### src/rtl/cas_sdram_arb_if.sv
// Bus bundle between the cassette/loader byte requesters, the read arbiter
// and the SDRAM controller's byte read port.
interface cas_sdram_arb_if #(
    parameter int unsigned ADDR_W = 25,
    parameter int unsigned DATA_W = 8
) ();
    logic              req0;
    logic [ADDR_W-1:0] addr0;
    logic              flush0;
    logic              ack0;
    logic [DATA_W-1:0] data0;
    logic              req1;
    logic [ADDR_W-1:0] addr1;
    logic              ack1;
    logic [DATA_W-1:0] data1;
    logic [ADDR_W-1:0] sdram_addr;
    logic              sdram_rd;
    logic [DATA_W-1:0] sdram_data;
    logic              busy;

    // Arbiter side
    modport slave (
        input  req0, addr0, flush0, req1, addr1, sdram_data,
        output ack0, data0, ack1, data1, sdram_addr, sdram_rd, busy
    );

    // Requester / SDRAM side
    modport master (
        output req0, addr0, flush0, req1, addr1, sdram_data,
        input  ack0, data0, ack1, data1, sdram_addr, sdram_rd, busy
    );
endinterface

### src/rtl/cas_sdram_arb.sv
// Round-robin arbiter sharing the SDRAM byte read port between the cassette
// fetch (port 0, abortable via flush0) and a second byte reader (port 1).
module cas_sdram_arb #(
    parameter int unsigned ADDR_W = 25,
    parameter int unsigned DATA_W = 8,
    parameter int unsigned RD_LAT = 2
) (
    input  logic           clk,
    input  logic           reset_n,
    cas_sdram_arb_if.slave bus
);
    localparam int unsigned CNT_W = (RD_LAT > 1) ? $clog2(RD_LAT) : 1;

    localparam logic [1:0] S_IDLE  = 2'd0;
    localparam logic [1:0] S_ISSUE = 2'd1;
    localparam logic [1:0] S_WAIT  = 2'd2;

    logic [1:0]        state_q,      state_d;
    logic              pend0_q,      pend0_d;
    logic              pend1_q,      pend1_d;
    logic              last_grant_q, last_grant_d;
    logic              gnt_q,        gnt_d;
    logic              kill0_q,      kill0_d;
    logic [CNT_W-1:0]  cnt_q,        cnt_d;
    logic [ADDR_W-1:0] addr0_q,      addr0_d;
    logic [ADDR_W-1:0] addr1_q,      addr1_d;
    logic [ADDR_W-1:0] sdram_addr_q, sdram_addr_d;
    logic              sdram_rd_q,   sdram_rd_d;
    logic              ack0_q,       ack0_d;
    logic              ack1_q,       ack1_d;
    logic [DATA_W-1:0] data0_q,      data0_d;
    logic [DATA_W-1:0] data1_q,      data1_d;
    logic              busy_q,       busy_d;

    logic inflight0_c, inflight1_c;
    logic cand0_c, grant_c, sel_c;
    logic take0_c, take1_c, acc0_c, acc1_c;

    always_ff @(posedge clk or negedge reset_n) begin
        if (!reset_n) begin
            state_q      <= S_IDLE;
            pend0_q      <= 1'b0;
            pend1_q      <= 1'b0;
            last_grant_q <= 1'b1;
            gnt_q        <= 1'b0;
            kill0_q      <= 1'b0;
            cnt_q        <= '0;
            addr0_q      <= '0;
            addr1_q      <= '0;
            sdram_addr_q <= '0;
            sdram_rd_q   <= 1'b0;
            ack0_q       <= 1'b0;
            ack1_q       <= 1'b0;
            data0_q      <= '0;
            data1_q      <= '0;
            busy_q       <= 1'b0;
        end else begin
            state_q      <= state_d;
            pend0_q      <= pend0_d;
            pend1_q      <= pend1_d;
            last_grant_q <= last_grant_d;
            gnt_q        <= gnt_d;
            kill0_q      <= kill0_d;
            cnt_q        <= cnt_d;
            addr0_q      <= addr0_d;
            addr1_q      <= addr1_d;
            sdram_addr_q <= sdram_addr_d;
            sdram_rd_q   <= sdram_rd_d;
            ack0_q       <= ack0_d;
            ack1_q       <= ack1_d;
            data0_q      <= data0_d;
            data1_q      <= data1_d;
            busy_q       <= busy_d;
        end
    end

    always_comb begin
        state_d      = state_q;
        pend0_d      = pend0_q;
        pend1_d      = pend1_q;
        last_grant_d = last_grant_q;
        gnt_d        = gnt_q;
        kill0_d      = kill0_q;
        cnt_d        = cnt_q;
        addr0_d      = addr0_q;
        addr1_d      = addr1_q;
        sdram_addr_d = sdram_addr_q;
        sdram_rd_d   = 1'b0;
        ack0_d       = 1'b0;
        ack1_d       = 1'b0;
        data0_d      = data0_q;
        data1_d      = data1_q;

        inflight0_c = (state_q != S_IDLE) && (gnt_q == 1'b0);
        inflight1_c = (state_q != S_IDLE) && (gnt_q == 1'b1);

        // A flush in the grant cycle withdraws port 0 from this arbitration round
        cand0_c = pend0_q && !bus.flush0;
        grant_c = (state_q == S_IDLE) && (cand0_c || pend1_q);
        sel_c   = (cand0_c && pend1_q) ? ~last_grant_q : pend1_q;
        take0_c = grant_c && !sel_c;
        take1_c = grant_c && sel_c;

        // A grant or flush frees the pending slot in the same cycle
        acc0_c = bus.req0 && !inflight0_c && (!pend0_q || take0_c || bus.flush0);
        acc1_c = bus.req1 && !inflight1_c && (!pend1_q || take1_c);

        if (bus.flush0 || take0_c) pend0_d = 1'b0;
        if (take1_c)               pend1_d = 1'b0;
        if (acc0_c) begin
            pend0_d = 1'b1;
            addr0_d = bus.addr0;
        end
        if (acc1_c) begin
            pend1_d = 1'b1;
            addr1_d = bus.addr1;
        end

        if (bus.flush0 && inflight0_c) kill0_d = 1'b1;

        case (state_q)
            S_IDLE: begin
                if (grant_c) begin
                    gnt_d        = sel_c;
                    last_grant_d = sel_c;
                    sdram_addr_d = sel_c ? addr1_q : addr0_q;
                    sdram_rd_d   = 1'b1;
                    state_d      = S_ISSUE;
                end
            end
            S_ISSUE: begin
                cnt_d   = CNT_W'(RD_LAT - 1);
                state_d = S_WAIT;
            end
            S_WAIT: begin
                if (cnt_q != '0) begin
                    cnt_d = cnt_q - CNT_W'(1);
                end else begin
                    if (gnt_q) begin
                        data1_d = bus.sdram_data;
                        ack1_d  = 1'b1;
                    end else if (!(kill0_q || bus.flush0)) begin
                        data0_d = bus.sdram_data;
                        ack0_d  = 1'b1;
                    end
                    kill0_d = 1'b0;
                    state_d = S_IDLE;
                end
            end
            default: begin
                state_d = S_IDLE;
            end
        endcase

        busy_d = (state_d != S_IDLE);
    end

    assign bus.ack0       = ack0_q;
    assign bus.data0      = data0_q;
    assign bus.ack1       = ack1_q;
    assign bus.data1      = data1_q;
    assign bus.sdram_addr = sdram_addr_q;
    assign bus.sdram_rd   = sdram_rd_q;
    assign bus.busy       = busy_q;

endmodule
### src/flat_wrapper.sv
// flat-port wrapper written by rule: the top's interface ports become plain ports
module cas_sdram_arb_flat 
#(
    parameter int unsigned ADDR_W = 25,
    parameter int unsigned DATA_W = 8,
    parameter int unsigned RD_LAT = 2
)
  (clk, reset_n, bus_req0, bus_addr0, bus_flush0, bus_req1, bus_addr1, bus_sdram_data, bus_ack0, bus_data0, bus_ack1, bus_data1, bus_sdram_addr, bus_sdram_rd, bus_busy);
  cas_sdram_arb_if #(.ADDR_W(ADDR_W), .DATA_W(DATA_W)) bus_i ();
  input  logic clk;
  input  logic reset_n;
  input wire logic [$bits(bus_i.req0)-1:0] bus_req0;
  input wire logic [$bits(bus_i.addr0)-1:0] bus_addr0;
  input wire logic [$bits(bus_i.flush0)-1:0] bus_flush0;
  input wire logic [$bits(bus_i.req1)-1:0] bus_req1;
  input wire logic [$bits(bus_i.addr1)-1:0] bus_addr1;
  input wire logic [$bits(bus_i.sdram_data)-1:0] bus_sdram_data;
  output wire logic [$bits(bus_i.ack0)-1:0] bus_ack0;
  output wire logic [$bits(bus_i.data0)-1:0] bus_data0;
  output wire logic [$bits(bus_i.ack1)-1:0] bus_ack1;
  output wire logic [$bits(bus_i.data1)-1:0] bus_data1;
  output wire logic [$bits(bus_i.sdram_addr)-1:0] bus_sdram_addr;
  output wire logic [$bits(bus_i.sdram_rd)-1:0] bus_sdram_rd;
  output wire logic [$bits(bus_i.busy)-1:0] bus_busy;
  assign bus_i.req0 = bus_req0;
  assign bus_i.addr0 = bus_addr0;
  assign bus_i.flush0 = bus_flush0;
  assign bus_i.req1 = bus_req1;
  assign bus_i.addr1 = bus_addr1;
  assign bus_i.sdram_data = bus_sdram_data;
  assign bus_ack0 = bus_i.ack0;
  assign bus_data0 = bus_i.data0;
  assign bus_ack1 = bus_i.ack1;
  assign bus_data1 = bus_i.data1;
  assign bus_sdram_addr = bus_i.sdram_addr;
  assign bus_sdram_rd = bus_i.sdram_rd;
  assign bus_busy = bus_i.busy;
  cas_sdram_arb #(.ADDR_W(ADDR_W), .DATA_W(DATA_W), .RD_LAT(RD_LAT)) u_core (.clk(clk), .reset_n(reset_n), .bus(bus_i));
endmodule
### config.mk
export PLATFORM = sky130hd
export DESIGN_NAME = cas_sdram_arb_flat
export DESIGN_NICKNAME = d
export VERILOG_FILES = /design/src/rtl/cas_sdram_arb_if.sv /design/src/rtl/cas_sdram_arb.sv /design/src/flat_wrapper.sv
export SDC_FILE = /design/constraint.sdc
export NUM_CORES = 1
export LEC_CHECK = 0
export ABC_AREA = 1
export CAP_MARGIN = 10
export CORE_MARGIN = 2
export CORE_UTILIZATION = 35
export DETAILED_ROUTE_END_ITERATION = 12
export GPL_TIMING_DRIVEN = 0
export HOLD_SLACK_MARGIN = 0.02
export PLACE_DENSITY_LB_ADDON = 0.08
export SLEW_MARGIN = 5
export SYNTH_ARGS = -nofsm -noshare
export SYNTH_HDL_FRONTEND = slang
export SYNTH_SLANG_ARGS = --single-unit
### constraint.sdc
create_clock -name clk -period 1.56 [get_ports clk]
set_input_delay 0.312 -clock clk [delete_from_list [all_inputs] [get_ports clk]]
set_output_delay 0.312 -clock clk [all_outputs]
set_load 0.02 [all_outputs]
==> impl.org, run 1 <==
** Routing
- Routed len/inst :: 14.6 um
- Via total after detailed routing :: 3,456
- In this run the remaining antenna-violating nets after routing total 0.
- In the routed design, unresolved DRC markers number 0.
- After detailed routing, the total wire length is 10,900 um.
- The pre-antenna-repair detailed-routing pass consisted of 4 iterations.
- Number of DRC markers in iteration 0 :: 191
- Vias per std cell :: 4.61

** Cells and area
- Counting the fill cells in the layout gives 1,160.
- Share of final-layout standard cells stronger than drive strength 1 :: 13.3%
- Area added between synthesis and finish :: 44.2%
- For this run, the post-layout net count is 664.
- Antenna Diode Count :: 0
- Cells fill 51.1% of the core in the end.
- The finished layout holds 750 standard cells, fillers aside.

** Yosys
- Average footprint of a synthesized cell :: 9.13 sq um
- In this run the cell area of the synthesized design comes to 4220 sq um.
- Share of the yosys chip area belonging to registers :: 61.1%
- Number of cells produced by synthesis :: 462
- Number of distinct library cells after synthesis :: 26
- The Yosys step of the flow raised 0 warnings.
- Total nets after synthesis :: 528
- Counting flops and latches in the post-synthesis netlist gives 103.

** Setup path
- Kind of start point of the critical path :: flip-flop
- For the worst setup path, the data arrival time is 1720 ps.
- Sort of element at the end of the critical path :: flip-flop
- Worst path required time :: 1790 ps
- The worst setup path is of the flip-flop to flip-flop kind.
- Of all nets on the critical path, the largest fanout is 10.

** CTS
- The H-tree was split into 3 levels.
- After clock tree synthesis, the clock-pin slew on the worst setup and hold paths is 70 ps.
- Clock tree synthesis found a total of 103 sinks.
- Clock tree from TritonCTS :: built
- No sink is reached through more buffers than the 2 on the longest clock path.
- The clock reaches the later pin of the worst-skew pair after 350 ps.
- Clock tree synthesis inserted a total of 9 buffers.
- The cell sitting at the root of the clock tree is a clkbuf_16.

** GRT
- The first global-routing pass estimated 18,100 um of wire.
- Number of global-route vias before repair :: 3,457
- Maximum number of pins on one net before global-route repair :: 56
- The number of antenna violations at the first check in global routing is 0.
- Aggregate global routing overflow :: 0
- Tot GR Track Use :: 18.1%

** Timing
- The worst pin sits at a relative slew slack of 55.8%.
- Share of the cycle needed by the critical path after routing :: 95.2%
- Counting I/O delays and the setup requirement, the final critical path takes 1490 ps.
- Final setup skew :: 6.09 ps
- Measured slew at the worst slew-check pin :: 664 ps
- The final hold violation count is 0.
- Setup-violating endpoint count in the final report :: 0
- Setup repair after global routing could not meet its margin everywhere.
- Derived from the worst setup path, the maximum achievable clock frequency is 673 MHz.
- The number of pins with negative max-slew slack in the final report came to 0.
- Aggregate negative setup slack :: 0 ps

** Pwr
- The completed layout was analyzed and its total power is 0.0122 W.
- Pwr/cell area :: 2010 nW/um^2
- VDD sags by at most 1.16 mV.
- Leakage power summed over all cells :: 3.14 nW

** Placement
- Counting tap cells, the placed design contains a total of 717 instances.
- Count of buffers inserted at the top-level ports :: 107
- Summed over all nets, the half-perimeter wirelength after detailed placement is 7380 um.
- Routability-driven placement finished with a final weighted congestion of 0.728.

** Floorplanning
- Die boundary width :: 114 um
- The core region is 11,900 sq um.
- Starting Density :: 35.4%
- I/O pins :: 108
- Number of core rows :: 40
- The floorplan step set the die height to 114 um.
- Overall die area :: 13,000 sq um

** Outcome
- Result of the run :: complete, no violations

** Hold path
- Hold crit path type :: flip-flop to flip-flop

** Job
- Number of violations of the max-capacitance limit :: 0
[cells in the mapped netlist]
| master | instances | area [sq um] |
|---|---|---|
| clkbuf_1 | 1 | 3.75 |
| ha_1 | 3 | 37.5 |
| inv_2 | 1 | 3.75 |
| a21boi_4 | 1 | 18.8 |
| o21ai_2 | 1 | 8.76 |
| nand3_1 | 77 | 385 |
| buf_4 | 7 | 52.6 |
| o21ai_0 | 19 | 95.1 |
| nand2_1 | 198 | 743 |
| o211ai_2 | 1 | 12.5 |
| nor2_4 | 1 | 11.3 |
| nand3_2 | 1 | 10.0 |
| a31oi_1 | 1 | 6.26 |
| dfstp_2 | 1 | 26.3 |
| nor2_2 | 1 | 6.26 |
| nor2_1 | 4 | 15.0 |
| buf_2 | 9 | 45.0 |
| nand2_2 | 2 | 12.5 |
| nand3b_1 | 1 | 7.51 |
| o21a_1 | 1 | 7.51 |
| inv_1 | 21 | 78.8 |
| dfrtp_1 | 102 | 2550 |
| a21oi_1 | 1 | 5.00 |
| o21bai_1 | 1 | 7.51 |
| nand2_4 | 2 | 22.5 |
| buf_6 | 4 | 45.0 |
[cells in the final DEF, fill, tap and decap left out, types with 2 or more instances in the layout]
master,n
o21ai_1,7
dlygate4sd2_1,45
nand2_1,190
o21ai_0,12
clkbuf_16,10
inv_2,3
bufinv_16,2
buf_4,29
clkdlybuf4s50_1,61
nand3_4,2
buf_6,4
dfrtp_1,102
nand2_4,4
nor2_4,2
nor2_1,4
clkbuf_8,4
inv_1,18
buf_8,2
nand2_2,7
nand3_1,76
[report_power, final]
part	leakage [nW]	internal [W]	switching (W)	total, W
Clock	0.169	0.00158	0.000943	0.00252
Combinational	1.69	0.00213	0.00298	0.00510
Sequential	1.28	0.00390	0.000697	0.00459
Total	3.14	0.00760	0.00462	0.0122
[registers in the layout, indices dropped and copies added (netlist names)]
signal                 cells
u_core.gnt_q               1
u_core.bus.data0           8
u_core.bus.busy            1
u_core.pend0_q             1
u_core.addr0_q            25
u_core.last_grant_q        1
u_core.pend1_q             1
u_core.cnt_q               1
u_core.bus.ack0            1
u_core.kill0_q             1
u_core.bus.ack1            1
u_core.state_q             2
u_core.bus.data1           8
u_core.addr1_q            25
u_core.bus.sdram_addr     25
u_core.bus.sdram_rd        1
[routing by layer]
layer  vias to the layer above  routed length (um)  global-route usage, %
met5                         -                   0                      0
met4                         0                  56                   3.82
met3                         5                 702                   6.70
met2                        83                5230                   29.1
met1                      1627                4930                   23.5
li1                       1741                   -                      -
[area by class of cell]
| class | instances | area (sq um) | area share (%) |
|---|---|---|---|
| flip-flops and latches | 103 | 2580 | 42.4 |
| multi-input cells | 316 | 1500 | 24.7 |
| repair buffers | 126 | 1210 | 19.8 |
| clock buffers | 14 | 284 | 4.67 |
| well taps | 147 | 184 | 3.02 |
| plain buffers | 20 | 180 | 2.96 |
| inverters | 22 | 86.3 | 1.42 |
| clock inverters | 2 | 60.1 | 0.987 |
[critical path, stage by stage, from the launching register on]
cell     delay (ps)
dfrtp_1         410
inv_1           110
ha_4            190
o21a_1          150
buf_6           150
nand2_8          90
buf_8           150
nand2_1          50
nand2_1          50
[metrics by stage]
stage / hold slack (ps) / setup slack, ps / cell area, sq um
after global routing: 494 / -48.8 / 6080
final: 469 / 74.4 / 6080
after global placement: 454 / -3850 / 5480
after floorplan: 16.4 / 53.8 / 4220
after detailed placement: 393 / -465 / 5500
after CTS: 475 / -3.23 / 5920
[logic make-up (layout without fill, tap and decap cells)]
group	Yosys count	count (layout)	synth area share, %
AO/OA/AOI/OAI	26	26	3.82
adder cells (fa/ha/maj)	3	3	0.890
buffers and inverters	43	184	5.43
flip-flops	103	103	61.1
AND/OR/NAND/NOR	287	287	28.8
[repair_timing]
item | 4_1_cts | 5_1_grt
gates resized for setup | 65 | 28
buffers inserted | 7 | 9
gates cloned | 0 | 1
hold buffers | 1 | 0
pin swaps | 3 | 6
endpoints found under the setup margin | 139 | 77
hold endpoints to repair | 11 | 0
[path summary, 6_finish.rpt]
path | slack, ps | start | end | depth (start not counted)
max in group asynchronous | 330 | reset_n | u_core.addr0_q[20]$_DFFE_PN0P_ | 3
worst max register to register | 70 | u_core.state_q[1]$_DFF_PN0_ | u_core.addr0_q[19]$_DFFE_PN0P_ | 8
worst min register to register | 470 | u_core.addr1_q[21]$_DFFE_PN0P_ | u_core.addr1_q[21]$_DFFE_PN0P_ | 2
worst min-delay path | 470 | u_core.addr1_q[21]$_DFFE_PN0P_ | u_core.addr1_q[21]$_DFFE_PN0P_ | 2
worst max-delay path | 70 | u_core.state_q[1]$_DFF_PN0_ | u_core.addr0_q[19]$_DFFE_PN0P_ | 8
min in group asynchronous | 540 | reset_n | u_core.bus.sdram_addr[2]$_DFFE_PN0P_ | 2
Note: power is estimated with default switching activity, not from simulation.
==> inputs of run 2 (changes only) <==
--- a/config.mk
+++ b/config.mk
@@ -7,7 +7,6 @@
 export LEC_CHECK = 0
 export ABC_AREA = 1
 export CAP_MARGIN = 10
-export CORE_MARGIN = 2
 export CORE_UTILIZATION = 35
 export DETAILED_ROUTE_END_ITERATION = 12
 export GPL_TIMING_DRIVEN = 0
==> run 2 against run 1 <==
- the flow now finishes with violations (design-rule violations)
- core utilization is 0.76 points higher
- sequential share of layout area up 0.65 points
- power decreased by 2.4%
- largest power group unchanged
==> impl.org, run 2 (synthesized netlist as in run 1, its figures left out) <==
** Timing
- Setup violations remaining at the end of the flow were counted as 0.
- Setup repair after global routing could not meet its margin everywhere.
- The worst path needs 1520 ps of the cycle, external delays included.
- The worst pin sits at a relative slew slack of 47.9%.
- Based on the critical path, the design can be clocked at up to 657 MHz.
- Measured slew at the worst slew-check pin :: 781 ps
- Crit path setup slack, layout :: 38.6 ps
- Share of the cycle needed by the critical path after routing :: 97.5%
- The final hold violation count was 0.
- Final setup skew :: 4.55 ps
- The number of pins with negative max-slew slack in the final report came to 0.

** Cells and area
- Fin area :: 6000 sq um
- Excluding fillers, the count of instances in the completed layout stands at 742.
- The repair_antennas step left the layout with diodes totalling 0.
- Share of final-layout standard cells stronger than drive strength 1 :: 13.0%
- The library cell used most frequently in the layout, excluding fill and tap cells, is nand2_1.
- The area growth from synthesis to layout is 42.1%.
- Fin nets :: 660
- Commonest cells after routing, fill and taps aside :: nand2_1, dfrtp_1, nand3_1, clkdlybuf4s50_1, dlygate4sd2_1
- Final standard cell utilization of the core :: 51.8%

** Placement
- Instance area at placement :: 5500 sq um
- At the placement stage, the worst setup path has a slack of -475 ps.
- The count of buffers added on input and output ports is 107.
- HPWL after detailed placement :: 7250 um
- In this run, placement finished with an instance count of 713.
- GP Congestion :: 0.745

** Pwr
- Leakage power summed over all cells :: 3.12 nW
- Pwr/cell area :: 1990 nW/um^2
- Maximum resistive drop on vdd :: 0.663 mV

** CTS
- Clock latency on the worst-skew pair :: 330 ps
- CTS sink count :: 103
- For this design, the CTS-stage hold fixing added 0 buffers.
- Cell at the root of the clock tree :: clkbuf_16
- The H-tree generated during clock tree synthesis spans 3 levels.
- TritonCTS built the clock tree.
- The longest clock path from root to sink contains 2 buffers.
- After clock tree synthesis, the clock-pin slew on the worst setup and hold paths is 70 ps.
- TritonCTS created 9 clock buffers.

** Hold path
- Hold crit path type :: input pin to async pin

** Floorplanning
- The floorplan step defined a core boundary enclosing 11,600 sq um.
- The die covers 12,500 sq um.
- Number of core rows :: 39
- In this run the count of I/O pins placed on the die edge is 108.
- Measured along the x axis, the die boundary spans 112 um.
- Starting Density :: 36.5%
- Vertical die dimension :: 112 um

** Routing
- Number of DRC markers in iteration 0 :: 169
- Routed len/inst :: 14.3 um
- Drt pass-1 iters :: 8
- Drc violations :: 8
- The final layout contains routed wiring with a total length of 10,600 um.
- Number of nets with antenna violations after detailed routing :: 0
- The routed layout has 3,490 vias.
- Using the TritonRoute via totals, the vias-per-cell ratio works out to 4.70.

** Setup path
- Critical setup path kind :: flip-flop to flip-flop
- STA puts the critical path data required time at 1780 ps.
- The worst setup path is launched from a flip-flop.
- Register-to-register setup slack :: 40 ps
- Measured in cells, the most critical reg-to-reg path has a length of 8.
- Worst path arrival time :: 1750 ps
- Worst r2r src :: u_core.state_q[0]$_DFF_PN0_
- STA classifies the critical path endpoint as a flip-flop.
- Cell type of the slowest stage on the worst timing path :: dfrtp_1
- Along the worst path, the maximum fanout reaches 8.
- The signal on the critical path passes through inv_2 -> ha_4 -> inv_4 -> a21boi_4 -> nand2_4 -> clkbuf_16 -> nand2_2 -> nand2_1.
- The largest single stage delay on the critical path is 400 ps.
- The endpoint identified for the worst register-to-register timing path is u_core.addr1_q[13]$_DFFE_PN0P_.

** Outcome
- Result of the run :: finished with violations
- The final reports fail on design-rule violations.

** GRT
- The number of antenna violations at the first check in global routing is 0.
- Tot GR Track Use :: 18.3%
- Global-route wire length before repair :: 17,900 um
- The number of global-route vias before repair is 3,469.
- For this run the aggregate overflow at the end of global routing stands at 0.
- Entering global routing, the biggest net connects 61 pins.

** Job
- Number of violations of the max-capacitance limit :: 0
run 2: area by class of cell:
| cell class | count | area (sq um) |
|---|---|---|
| repair buffers | 122 | 1160 |
| well taps | 143 | 179 |
| clock inverters | 2 | 37.5 |
| plain buffers | 20 | 170 |
| fillers | 1124 | 5570 |
| multi-input cells | 316 | 1510 |
| inverters | 22 | 85.1 |
| flip-flops and latches | 103 | 2580 |
| clock buffers | 14 | 274 |
run 2: routing by layer:
metal  up-vias  wire (um)  GRT usage [%]
li1       1734          -              -
met3         8        609           3.81
met1      1665       4830           24.6
met4         0        107           6.22
met2        83       5030           29.3
met5         -          0              0
run 2: how the worst max path moves through the flow:
stage / from / end / cells after the start
6_report: u_core.state_q[0]$_DFF_PN0_ / u_core.addr1_q[13]$_DFFE_PN0P_ / 8
5_1_grt: u_core.state_q[0]$_DFF_PN0_ / u_core.addr1_q[18]$_DFFE_PN0P_ / 8
4_1_cts: u_core.state_q[1]$_DFF_PN0_ / u_core.addr1_q[9]$_DFFE_PN0P_ / 8
3_5_place_dp: bus_flush0 / u_core.bus.sdram_addr[16]$_DFFE_PN0P_ / 6
3_3_place_gp: reset_n / u_core.addr0_q[19]$_DFFE_PN0P_ / 1
2_1_floorplan: u_core.state_q[0]$_DFF_PN0_ / u_core.addr1_q[0]$_DFFE_PN0P_ / 8
run 2: timing repair:
action                     CTS  global route
buffers inserted             4             9
resized for setup           63            29
setup endpoints to repair  136            78
pin swaps                    3             6
gates cloned                 0             1
run 2: critical path, delay by kind of cell, from the launching register on:
family,cells,cell delay [ps]
buf+inv,3,350
fa+ha+maj,1,200
flops,1,400
simple gates,3,230
compound gates,1,220
run 2: power by group:
group / total (W) / leakage (nW) / switching, W / internal [W]
Combinational: 0.00502 / 1.68 / 0.00296 / 0.00206
Clock: 0.00230 / 0.149 / 0.000924 / 0.00138
Sequential: 0.00461 / 1.28 / 0.000710 / 0.00390
run 2: per-stage QoR:
step	total power, W	hold slack (ps)	setup TNS, ps
final	0.0119	48.2	0
after global routing	0.0129	125	-639
after global placement	0.00939	454	-419800
after detailed placement	0.00951	447	-31260
after floorplan	0.00748	16.4	0
after CTS	0.0117	85.0	0
==> inputs of run 3 (changes only) <==
--- a/config.mk
+++ b/config.mk
@@ -6,13 +6,11 @@
 export NUM_CORES = 1
 export LEC_CHECK = 0
 export ABC_AREA = 1
-export CAP_MARGIN = 10
 export CORE_UTILIZATION = 35
 export DETAILED_ROUTE_END_ITERATION = 12
 export GPL_TIMING_DRIVEN = 0
 export HOLD_SLACK_MARGIN = 0.02
 export PLACE_DENSITY_LB_ADDON = 0.08
-export SLEW_MARGIN = 5
 export SYNTH_ARGS = -nofsm -noshare
 export SYNTH_HDL_FRONTEND = slang
 export SYNTH_SLANG_ARGS = --single-unit
==> results of run 3 <==
The final DEF is identical to that of run 2; final timing and power are the same.
